### config.mk
export PLATFORM = sky130hd
export DESIGN_NAME = wb_burst_master_flat
export DESIGN_NICKNAME = d
export VERILOG_FILES = /design/src/rtl/wb_burst_master_if.sv /design/src/rtl/wb_burst_master.sv /design/src/flat_wrapper.sv
export SDC_FILE = /design/constraint.sdc
export NUM_CORES = 1
export LEC_CHECK = 0
export BUFFER_PORTS_ARGS = -buffer_cell sky130_fd_sc_hd__buf_4
export CORE_MARGIN = 5
export CORE_UTILIZATION = 48
export CTS_CLUSTER_DIAMETER = 200
export CTS_CLUSTER_SIZE = 10
export DETAILED_ROUTE_END_ITERATION = 10
export GPL_TIMING_DRIVEN = 0
export PLACE_DENSITY = 0.79
export REMOVE_ABC_BUFFERS = 1
export SLEW_MARGIN = 0
export SYNTH_ARGS = -nofsm -noshare
export SYNTH_HDL_FRONTEND = slang
export SYNTH_SLANG_ARGS = --single-unit
### constraint.sdc
create_clock -name clk -period 2.1 [get_ports clk]
set_input_delay 0.42 -clock clk [delete_from_list [all_inputs] [get_ports clk]]
set_output_delay 0.42 -clock clk [all_outputs]
set_load 0.005 [all_outputs]
### src/rtl/wb_burst_master_if.sv
// Bus bundle for wb_burst_master: command, write/read streams,
// completion flags and the Wishbone B4 master signals.
interface wb_burst_master_if;
    logic        cmd_valid;
    logic        cmd_ready;
    logic        cmd_we;
    logic [29:0] cmd_adr;
    logic [7:0]  cmd_len;

    logic        wr_valid;
    logic        wr_ready;
    logic [31:0] wr_data;

    logic        rd_valid;
    logic [31:0] rd_data;

    logic        done;
    logic        error;

    logic [29:0] wishbone_adr;
    logic [31:0] wishbone_dat_w;
    logic [31:0] wishbone_dat_r;
    logic        wishbone_cyc;
    logic        wishbone_stb;
    logic        wishbone_ack;
    logic        wishbone_we;
    logic [3:0]  wishbone_sel;
    logic [2:0]  wishbone_cti;
    logic [1:0]  wishbone_bte;
    logic        wishbone_err;

    modport master (
        input  cmd_valid, cmd_we, cmd_adr, cmd_len,
        input  wr_valid, wr_data,
        input  wishbone_dat_r, wishbone_ack, wishbone_err,
        output cmd_ready, wr_ready, rd_valid, rd_data, done, error,
        output wishbone_adr, wishbone_dat_w, wishbone_cyc, wishbone_stb,
        output wishbone_we, wishbone_sel, wishbone_cti, wishbone_bte
    );

    modport slave (
        output cmd_valid, cmd_we, cmd_adr, cmd_len,
        output wr_valid, wr_data,
        output wishbone_dat_r, wishbone_ack, wishbone_err,
        input  cmd_ready, wr_ready, rd_valid, rd_data, done, error,
        input  wishbone_adr, wishbone_dat_w, wishbone_cyc, wishbone_stb,
        input  wishbone_we, wishbone_sel, wishbone_cti, wishbone_bte
    );
endinterface

### src/rtl/wb_burst_master.sv
// Wishbone B4 burst master: issues one linear incrementing burst per
// command, with ERR and per-beat timeout abort.
module wb_burst_master #(
    parameter int unsigned TIMEOUT = 255
) (
    input  logic               clk,
    input  logic               reset,
    wb_burst_master_if.master  bus
);

    typedef enum logic {
        IDLE,
        BURST
    } state_t;

    state_t      state_q;
    logic [29:0] adr_q;
    logic [31:0] dat_w_q;
    logic        we_q;
    logic        cyc_q;
    logic        stb_q;
    logic [2:0]  cti_q;
    logic [7:0]  rem_q;
    logic [8:0]  unl_q;
    logic        rd_valid_q;
    logic [31:0] rd_data_q;
    logic        done_q;
    logic        error_q;
    logic [31:0] tmo_q;

    logic        in_burst;
    logic        beat_ack;
    logic        beat_err;
    logic        tmo_hit;
    logic        wr_ready_c;
    logic        load;
    logic [29:0] adr_d;
    logic [7:0]  rem_d;

    // Beat qualification, timeout detection and write-stream handshake.
    always_comb begin
        in_burst   = (state_q == BURST);
        beat_err   = in_burst && stb_q && bus.wishbone_err;
        beat_ack   = in_burst && stb_q && bus.wishbone_ack && !bus.wishbone_err;
        tmo_hit    = (TIMEOUT != 0) && in_burst && stb_q && !bus.wishbone_ack &&
                     !bus.wishbone_err && (tmo_q == TIMEOUT - 32'd1);
        wr_ready_c = in_burst && we_q && (!stb_q || bus.wishbone_ack) && (unl_q != '0);
        load       = wr_ready_c && bus.wr_valid;
        adr_d      = adr_q + 30'd1;
        rem_d      = rem_q - 8'd1;
    end

    // Burst FSM with all bus/stream outputs registered.
    always_ff @(posedge clk) begin
        if (reset) begin
            state_q    <= IDLE;
            adr_q      <= '0;
            dat_w_q    <= '0;
            we_q       <= 1'b0;
            cyc_q      <= 1'b0;
            stb_q      <= 1'b0;
            cti_q      <= '0;
            rem_q      <= '0;
            unl_q      <= '0;
            rd_valid_q <= 1'b0;
            rd_data_q  <= '0;
            done_q     <= 1'b0;
            error_q    <= 1'b0;
            tmo_q      <= '0;
        end else begin
            rd_valid_q <= 1'b0;
            done_q     <= 1'b0;
            error_q    <= 1'b0;
            case (state_q)
                IDLE: begin
                    if (bus.cmd_valid) begin
                        state_q <= BURST;
                        adr_q   <= bus.cmd_adr;
                        we_q    <= bus.cmd_we;
                        rem_q   <= bus.cmd_len;
                        unl_q   <= {1'b0, bus.cmd_len} + 9'd1;
                        cyc_q   <= 1'b1;
                        stb_q   <= !bus.cmd_we;
                        cti_q   <= (bus.cmd_len == '0) ? 3'b111 : 3'b010;
                        tmo_q   <= '0;
                    end
                end
                BURST: begin
                    if (beat_err || tmo_hit) begin
                        state_q <= IDLE;
                        cyc_q   <= 1'b0;
                        stb_q   <= 1'b0;
                        cti_q   <= '0;
                        done_q  <= 1'b1;
                        error_q <= 1'b1;
                        tmo_q   <= '0;
                    end else begin
                        tmo_q <= (stb_q && !bus.wishbone_ack) ? tmo_q + 32'd1 : '0;
                        if (load) begin
                            dat_w_q <= bus.wr_data;
                            unl_q   <= unl_q - 9'd1;
                        end
                        // Writes strobe only while a loaded word is pending.
                        if (we_q) begin
                            if (load)
                                stb_q <= 1'b1;
                            else if (beat_ack)
                                stb_q <= 1'b0;
                        end
                        if (beat_ack) begin
                            adr_q <= adr_d;
                            rem_q <= rem_d;
                            cti_q <= (rem_d == '0) ? 3'b111 : 3'b010;
                            if (!we_q) begin
                                rd_valid_q <= 1'b1;
                                rd_data_q  <= bus.wishbone_dat_r;
                            end
                            // Last beat overrides the stb/cti updates above.
                            if (rem_q == '0) begin
                                state_q <= IDLE;
                                cyc_q   <= 1'b0;
                                stb_q   <= 1'b0;
                                cti_q   <= '0;
                                done_q  <= 1'b1;
                            end
                        end
                    end
                end
                default: state_q <= IDLE;
            endcase
        end
    end

    assign bus.cmd_ready      = (state_q == IDLE);
    assign bus.wr_ready       = wr_ready_c;
    assign bus.rd_valid       = rd_valid_q;
    assign bus.rd_data        = rd_data_q;
    assign bus.done           = done_q;
    assign bus.error          = error_q;
    assign bus.wishbone_adr   = adr_q;
    assign bus.wishbone_dat_w = dat_w_q;
    assign bus.wishbone_cyc   = cyc_q;
    assign bus.wishbone_stb   = stb_q;
    assign bus.wishbone_we    = we_q;
    assign bus.wishbone_sel   = 4'hF;
    assign bus.wishbone_cti   = cti_q;
    assign bus.wishbone_bte   = 2'b00;

endmodule

### src/flat_wrapper.sv
// flat-port wrapper written by rule: the top's interface ports become plain ports
module wb_burst_master_flat 
#(
    parameter int unsigned TIMEOUT = 255
)
  (clk, reset, bus_cmd_valid, bus_cmd_we, bus_cmd_adr, bus_cmd_len, bus_wr_valid, bus_wr_data, bus_wishbone_dat_r, bus_wishbone_ack, bus_wishbone_err, bus_cmd_ready, bus_wr_ready, bus_rd_valid, bus_rd_data, bus_done, bus_error, bus_wishbone_adr, bus_wishbone_dat_w, bus_wishbone_cyc, bus_wishbone_stb, bus_wishbone_we, bus_wishbone_sel, bus_wishbone_cti, bus_wishbone_bte);
  wb_burst_master_if bus_i ();
  input  logic clk;
  input  logic reset;
  input wire logic [$bits(bus_i.cmd_valid)-1:0] bus_cmd_valid;
  input wire logic [$bits(bus_i.cmd_we)-1:0] bus_cmd_we;
  input wire logic [$bits(bus_i.cmd_adr)-1:0] bus_cmd_adr;
  input wire logic [$bits(bus_i.cmd_len)-1:0] bus_cmd_len;
  input wire logic [$bits(bus_i.wr_valid)-1:0] bus_wr_valid;
  input wire logic [$bits(bus_i.wr_data)-1:0] bus_wr_data;
  input wire logic [$bits(bus_i.wishbone_dat_r)-1:0] bus_wishbone_dat_r;
  input wire logic [$bits(bus_i.wishbone_ack)-1:0] bus_wishbone_ack;
  input wire logic [$bits(bus_i.wishbone_err)-1:0] bus_wishbone_err;
  output wire logic [$bits(bus_i.cmd_ready)-1:0] bus_cmd_ready;
  output wire logic [$bits(bus_i.wr_ready)-1:0] bus_wr_ready;
  output wire logic [$bits(bus_i.rd_valid)-1:0] bus_rd_valid;
  output wire logic [$bits(bus_i.rd_data)-1:0] bus_rd_data;
  output wire logic [$bits(bus_i.done)-1:0] bus_done;
  output wire logic [$bits(bus_i.error)-1:0] bus_error;
  output wire logic [$bits(bus_i.wishbone_adr)-1:0] bus_wishbone_adr;
  output wire logic [$bits(bus_i.wishbone_dat_w)-1:0] bus_wishbone_dat_w;
  output wire logic [$bits(bus_i.wishbone_cyc)-1:0] bus_wishbone_cyc;
  output wire logic [$bits(bus_i.wishbone_stb)-1:0] bus_wishbone_stb;
  output wire logic [$bits(bus_i.wishbone_we)-1:0] bus_wishbone_we;
  output wire logic [$bits(bus_i.wishbone_sel)-1:0] bus_wishbone_sel;
  output wire logic [$bits(bus_i.wishbone_cti)-1:0] bus_wishbone_cti;
  output wire logic [$bits(bus_i.wishbone_bte)-1:0] bus_wishbone_bte;
  assign bus_i.cmd_valid = bus_cmd_valid;
  assign bus_i.cmd_we = bus_cmd_we;
  assign bus_i.cmd_adr = bus_cmd_adr;
  assign bus_i.cmd_len = bus_cmd_len;
  assign bus_i.wr_valid = bus_wr_valid;
  assign bus_i.wr_data = bus_wr_data;
  assign bus_i.wishbone_dat_r = bus_wishbone_dat_r;
  assign bus_i.wishbone_ack = bus_wishbone_ack;
  assign bus_i.wishbone_err = bus_wishbone_err;
  assign bus_cmd_ready = bus_i.cmd_ready;
  assign bus_wr_ready = bus_i.wr_ready;
  assign bus_rd_valid = bus_i.rd_valid;
  assign bus_rd_data = bus_i.rd_data;
  assign bus_done = bus_i.done;
  assign bus_error = bus_i.error;
  assign bus_wishbone_adr = bus_i.wishbone_adr;
  assign bus_wishbone_dat_w = bus_i.wishbone_dat_w;
  assign bus_wishbone_cyc = bus_i.wishbone_cyc;
  assign bus_wishbone_stb = bus_i.wishbone_stb;
  assign bus_wishbone_we = bus_i.wishbone_we;
  assign bus_wishbone_sel = bus_i.wishbone_sel;
  assign bus_wishbone_cti = bus_i.wishbone_cti;
  assign bus_wishbone_bte = bus_i.wishbone_bte;
  wb_burst_master #(.TIMEOUT(TIMEOUT)) u_core (.clk(clk), .reset(reset), .bus(bus_i));
endmodule
==> flow_metrics.env <==
export IMPL_status="finished with violations"
export IMPL_violations="negative setup slack"
export IMPL_dpl_hpwl_mm=16.2
export IMPL_cts_root_buffer="clkbuf_16"
export IMPL_port_buffers=213
export IMPL_drtPass1Iterations=7
export IMPL_worst_pin_slew_ps=799
export IMPL_crit_fanout=7
export IMPL_yosysWarningCount=0
export IMPL_finalWorstSetupSlack_ps=-32.1
export IMPL_grtUsageTotal=0.249
export IMPL_num_vias=8747
export IMPL_syn_avg_cell_area_um2=8.01
export IMPL_initial_utilization=0.488
export IMPL_drive_above_1_share=0.316
export IMPL_fill_cells=1352
export IMPL_slew_violations=0
export IMPL_final_nets=1316
export IMPL_drc=0
export IMPL_htreeDepth=4
export IMPL_synth_top_flop_cell="dfxtp_1"
export IMPL_synthArstFlopShare=0
export IMPL_hold_viol=0
export IMPL_ys_ff_latch=152
export IMPL_fp_dieArea_mm2=0.0195
export IMPL_via_per_inst=6.12
export IMPL_wirelength_mm=26.4
export IMPL_num_rows=47
export IMPL_cts_tree="built"
export IMPL_die_x_um=140
export IMPL_cts_buffers=17
export IMPL_reg2reg_depth=6
export IMPL_clock_path_buffers=2
export IMPL_grt_antenna_before_repair=0
export IMPL_skew_ps=9.83
export IMPL_place_gp_congestion=0.840
export IMPL_cts_clk_slew_worst_paths_ps=60
export IMPL_crit_path_end="u_core.tmo_q[1]"
export IMPL_final_antenna_net_count=0
export IMPL_r2r_start="u_core.tmo_q[13]"
export IMPL_tns_ps=-44.9
export IMPL_ys_seq_area_frac=0.378
export IMPL_maxSlewHeadroom=0.467
export IMPL_period_minus_slack_ps=2130
export IMPL_synth_top_cell_area_share=0.378
export IMPL_worstReg2RegEnd="u_core.tmo_q[1]"
export IMPL_drv_cap=0
export IMPL_worstSetupStartpointType="flip-flop"
export IMPL_powerDensity_mw_per_mm2=651
export IMPL_antenna_cells=0
export IMPL_clkSinkCount=152
export IMPL_first_global_vias=7989
export IMPL_rrSetupSlack_ps=-30
export IMPL_required_ps=2390
export IMPL_worstSetupEndpointType="flip-flop"
export IMPL_final_util=0.665
export IMPL_synth_area_leaders="dfxtp_1 (38%), nand2_1 (6.0%), mux2i_1 (5.5%)"
export IMPL_netlist_area_mm2=0.00806
export IMPL_crit_path_start="u_core.tmo_q[13]"
export IMPL_grt_pass1_wl_mm=40.5
export IMPL_crit_type="flip-flop to flip-flop"
export IMPL_power_leakage_uw=0.00423
export IMPL_syn_inst=1006
export IMPL_p_total_uw=7140
export IMPL_fmax_mhz=469
export IMPL_cp_arrival_ps=2420
export IMPL_synth_cell_types=73
export IMPL_clock_latency_ps=430
export IMPL_grt_start_max_net_pins=126
export IMPL_final_cells=1429
export IMPL_setup_viol=2
export IMPL_fin_crit_sh=1.02
export IMPL_synth_area_leader_cell="dfxtp_1"
export IMPL_dp_cells=1365
export IMPL_core_area_mm2=0.0165
export IMPL_synth_edff_count=0
export IMPL_die_height_um=140
export IMPL_drt_wirelength_per_cell_um=18.5
export IMPL_synthToLayoutAreaGrowth_pct=36.3
export IMPL_ctsHoldBuffers=0
export IMPL_peakVddDrop_v=0.000614
export IMPL_hp_class="primary input to flip-flop"
export IMPL_ioPinCount=220
export IMPL_first_iter_violations=833
export IMPL_grt_overflow=0
## layout by cell type, fill, tap and decap left out, drive strengths merged, types with 4 or more instances in the layout
| cell | Yosys | layout |
|---|---|---|
| or2 | 4 | 4 |
| or4 | 5 | 8 |
| and4 | 12 | 12 |
| o22ai | 8 | 8 |
| conb | 2 | 6 |
| inv | 25 | 26 |
| nand2 | 130 | 130 |
| a41oi | 13 | 13 |
| ha | 10 | 10 |
| clkinv | 1 | 5 |
| o21ai | 37 | 37 |
| a311oi | 17 | 17 |
| xor2 | 6 | 6 |
| nor2b | 18 | 18 |
| a41o | 5 | 5 |
| nand4b | 12 | 12 |
| and2 | 7 | 7 |
| a31o | 7 | 7 |
| a21o | 5 | 5 |
| a211oi | 14 | 14 |
| nor3b | 5 | 5 |
| a31oi | 14 | 14 |
| nor3 | 21 | 21 |
| a21oi | 73 | 73 |
| o31ai | 9 | 9 |
| buf | 27 | 249 |
| nor2 | 82 | 83 |
| clkbuf | 59 | 19 |
| a22oi | 4 | 4 |
| nand2b | 6 | 6 |
| clkinvlp | 0 | 6 |
| nor4 | 19 | 19 |
| mux2i | 44 | 44 |
| nand3 | 54 | 54 |
| and3 | 12 | 12 |
| dfxtp | 152 | 152 |
| nand4 | 48 | 48 |
## critical path, cell delays in order, from the launching register on
cell     delay [ps]
dfxtp_1         380
nor4_2          330
nand2_2         180
or4_4           630
buf_12          190
a32oi_1         210
nor2_1           60
## layer usage
| metal | vias to the layer above | wire length, um | track usage |
|---|---|---|---|
| met5 | - | 0 | 0 |
| met1 | 4098 | 10300 | 0.314 |
| met2 | 462 | 13000 | 0.417 |
| met4 | 0 | 1050 | 0.0979 |
| met3 | 93 | 2080 | 0.0566 |
| li1 | 4094 | - | - |
## worst min path at each step
stage	startpoint	to	slack [ps]	cells past startpoint
after CTS	bus_wr_data[13]	u_core.bus.wishbone_dat_w[13]	210	3
after global routing	bus_wishbone_dat_r[16]	u_core.bus.rd_data[16]	220	3
after global placement	u_core.bus.rd_data[14]	u_core.bus.rd_data[14]	440	2
after floorplan	u_core.tmo_q[31]	u_core.tmo_q[31]	440	1
after detailed placement	u_core.bus.rd_data[30]	u_core.bus.rd_data[30]	450	2
final	bus_wr_data[13]	u_core.bus.wishbone_dat_w[13]	220	3
## repair_timing
action,4_1_cts,5_1_grt
hold endpoints to repair,0,0
gates cloned,4,1
endpoints found under the setup margin,153,103
setup buffers,17,12
pin swaps,14,15
gates resized for setup,45,57
## final cells by class
class	count	area (um2)	share of cell area
clock buffer	19	443	0.0403
clock inverter	12	128	0.0116
inverter	26	109	0.00991
multi-input combinational	750	4960	0.452
sequential	152	3070	0.279
tap	220	275	0.0251
timing repair buffer	249	1990	0.181
timing repair inverter	1	7.51	0.000684
## per-stage QoR
step	setup slack, ps	area (um2)	hold WS (ps)
floorplan	-3790	7680	440
global placement	-5930	9550	442
detailed placement	-1220	9730	447
CTS	-87.6	10700	213
global route	-60.5	11000	223
finish	-32.1	11000	222
## cells by family (layout without fill, tap and decap cells)
family,after synthesis,in the layout,share of synthesized area
compound gates,233,233,0.195
fa+ha+maj,10,10,0.0155
flops,152,152,0.378
mux,44,44,0.0547
other cells,2,6,0.000932
simple gates,444,448,0.285
xor+xnor,9,9,0.00978
buf+inv,112,307,0.0609
## cells in the mapped netlist, drive strengths merged (6+ instances only)
master,instances
a211oi,14
a21oi,73
a311oi,17
a31o,7
a31oi,14
a41oi,13
and2,7
and3,12
and4,12
buf,27
clkbuf,59
dfxtp,152
ha,10
inv,25
mux2i,44
nand2,130
nand2b,6
nand3,54
nand4,48
nand4b,12
nor2,82
nor2b,18
nor3,21
nor4,19
o21ai,37
o22ai,8
o31ai,9
xor2,6
## flip-flops by register name, summed over array words and instances, names as in the netlist
signal                     cells
u_core.bus.rd_data            32
u_core.bus.wishbone_dat_w     32
u_core.tmo_q                  32
u_core.bus.wishbone_adr       30
u_core.unl_q                   9
u_core.rem_q                   8
u_core.bus.wishbone_cti        2
u_core.bus.done                1
u_core.bus.error               1
u_core.bus.rd_valid            1
u_core.bus.wishbone_cyc        1
u_core.bus.wishbone_stb        1
u_core.bus.wishbone_we         1
u_core.in_burst                1
## report_power, final
group	switching, uW	total [uW]	internal (uW)
combinational	521	1020	495
sequential	130	3100	2970
clock	1260	3020	1770
(Power assumes the default switching activity.)
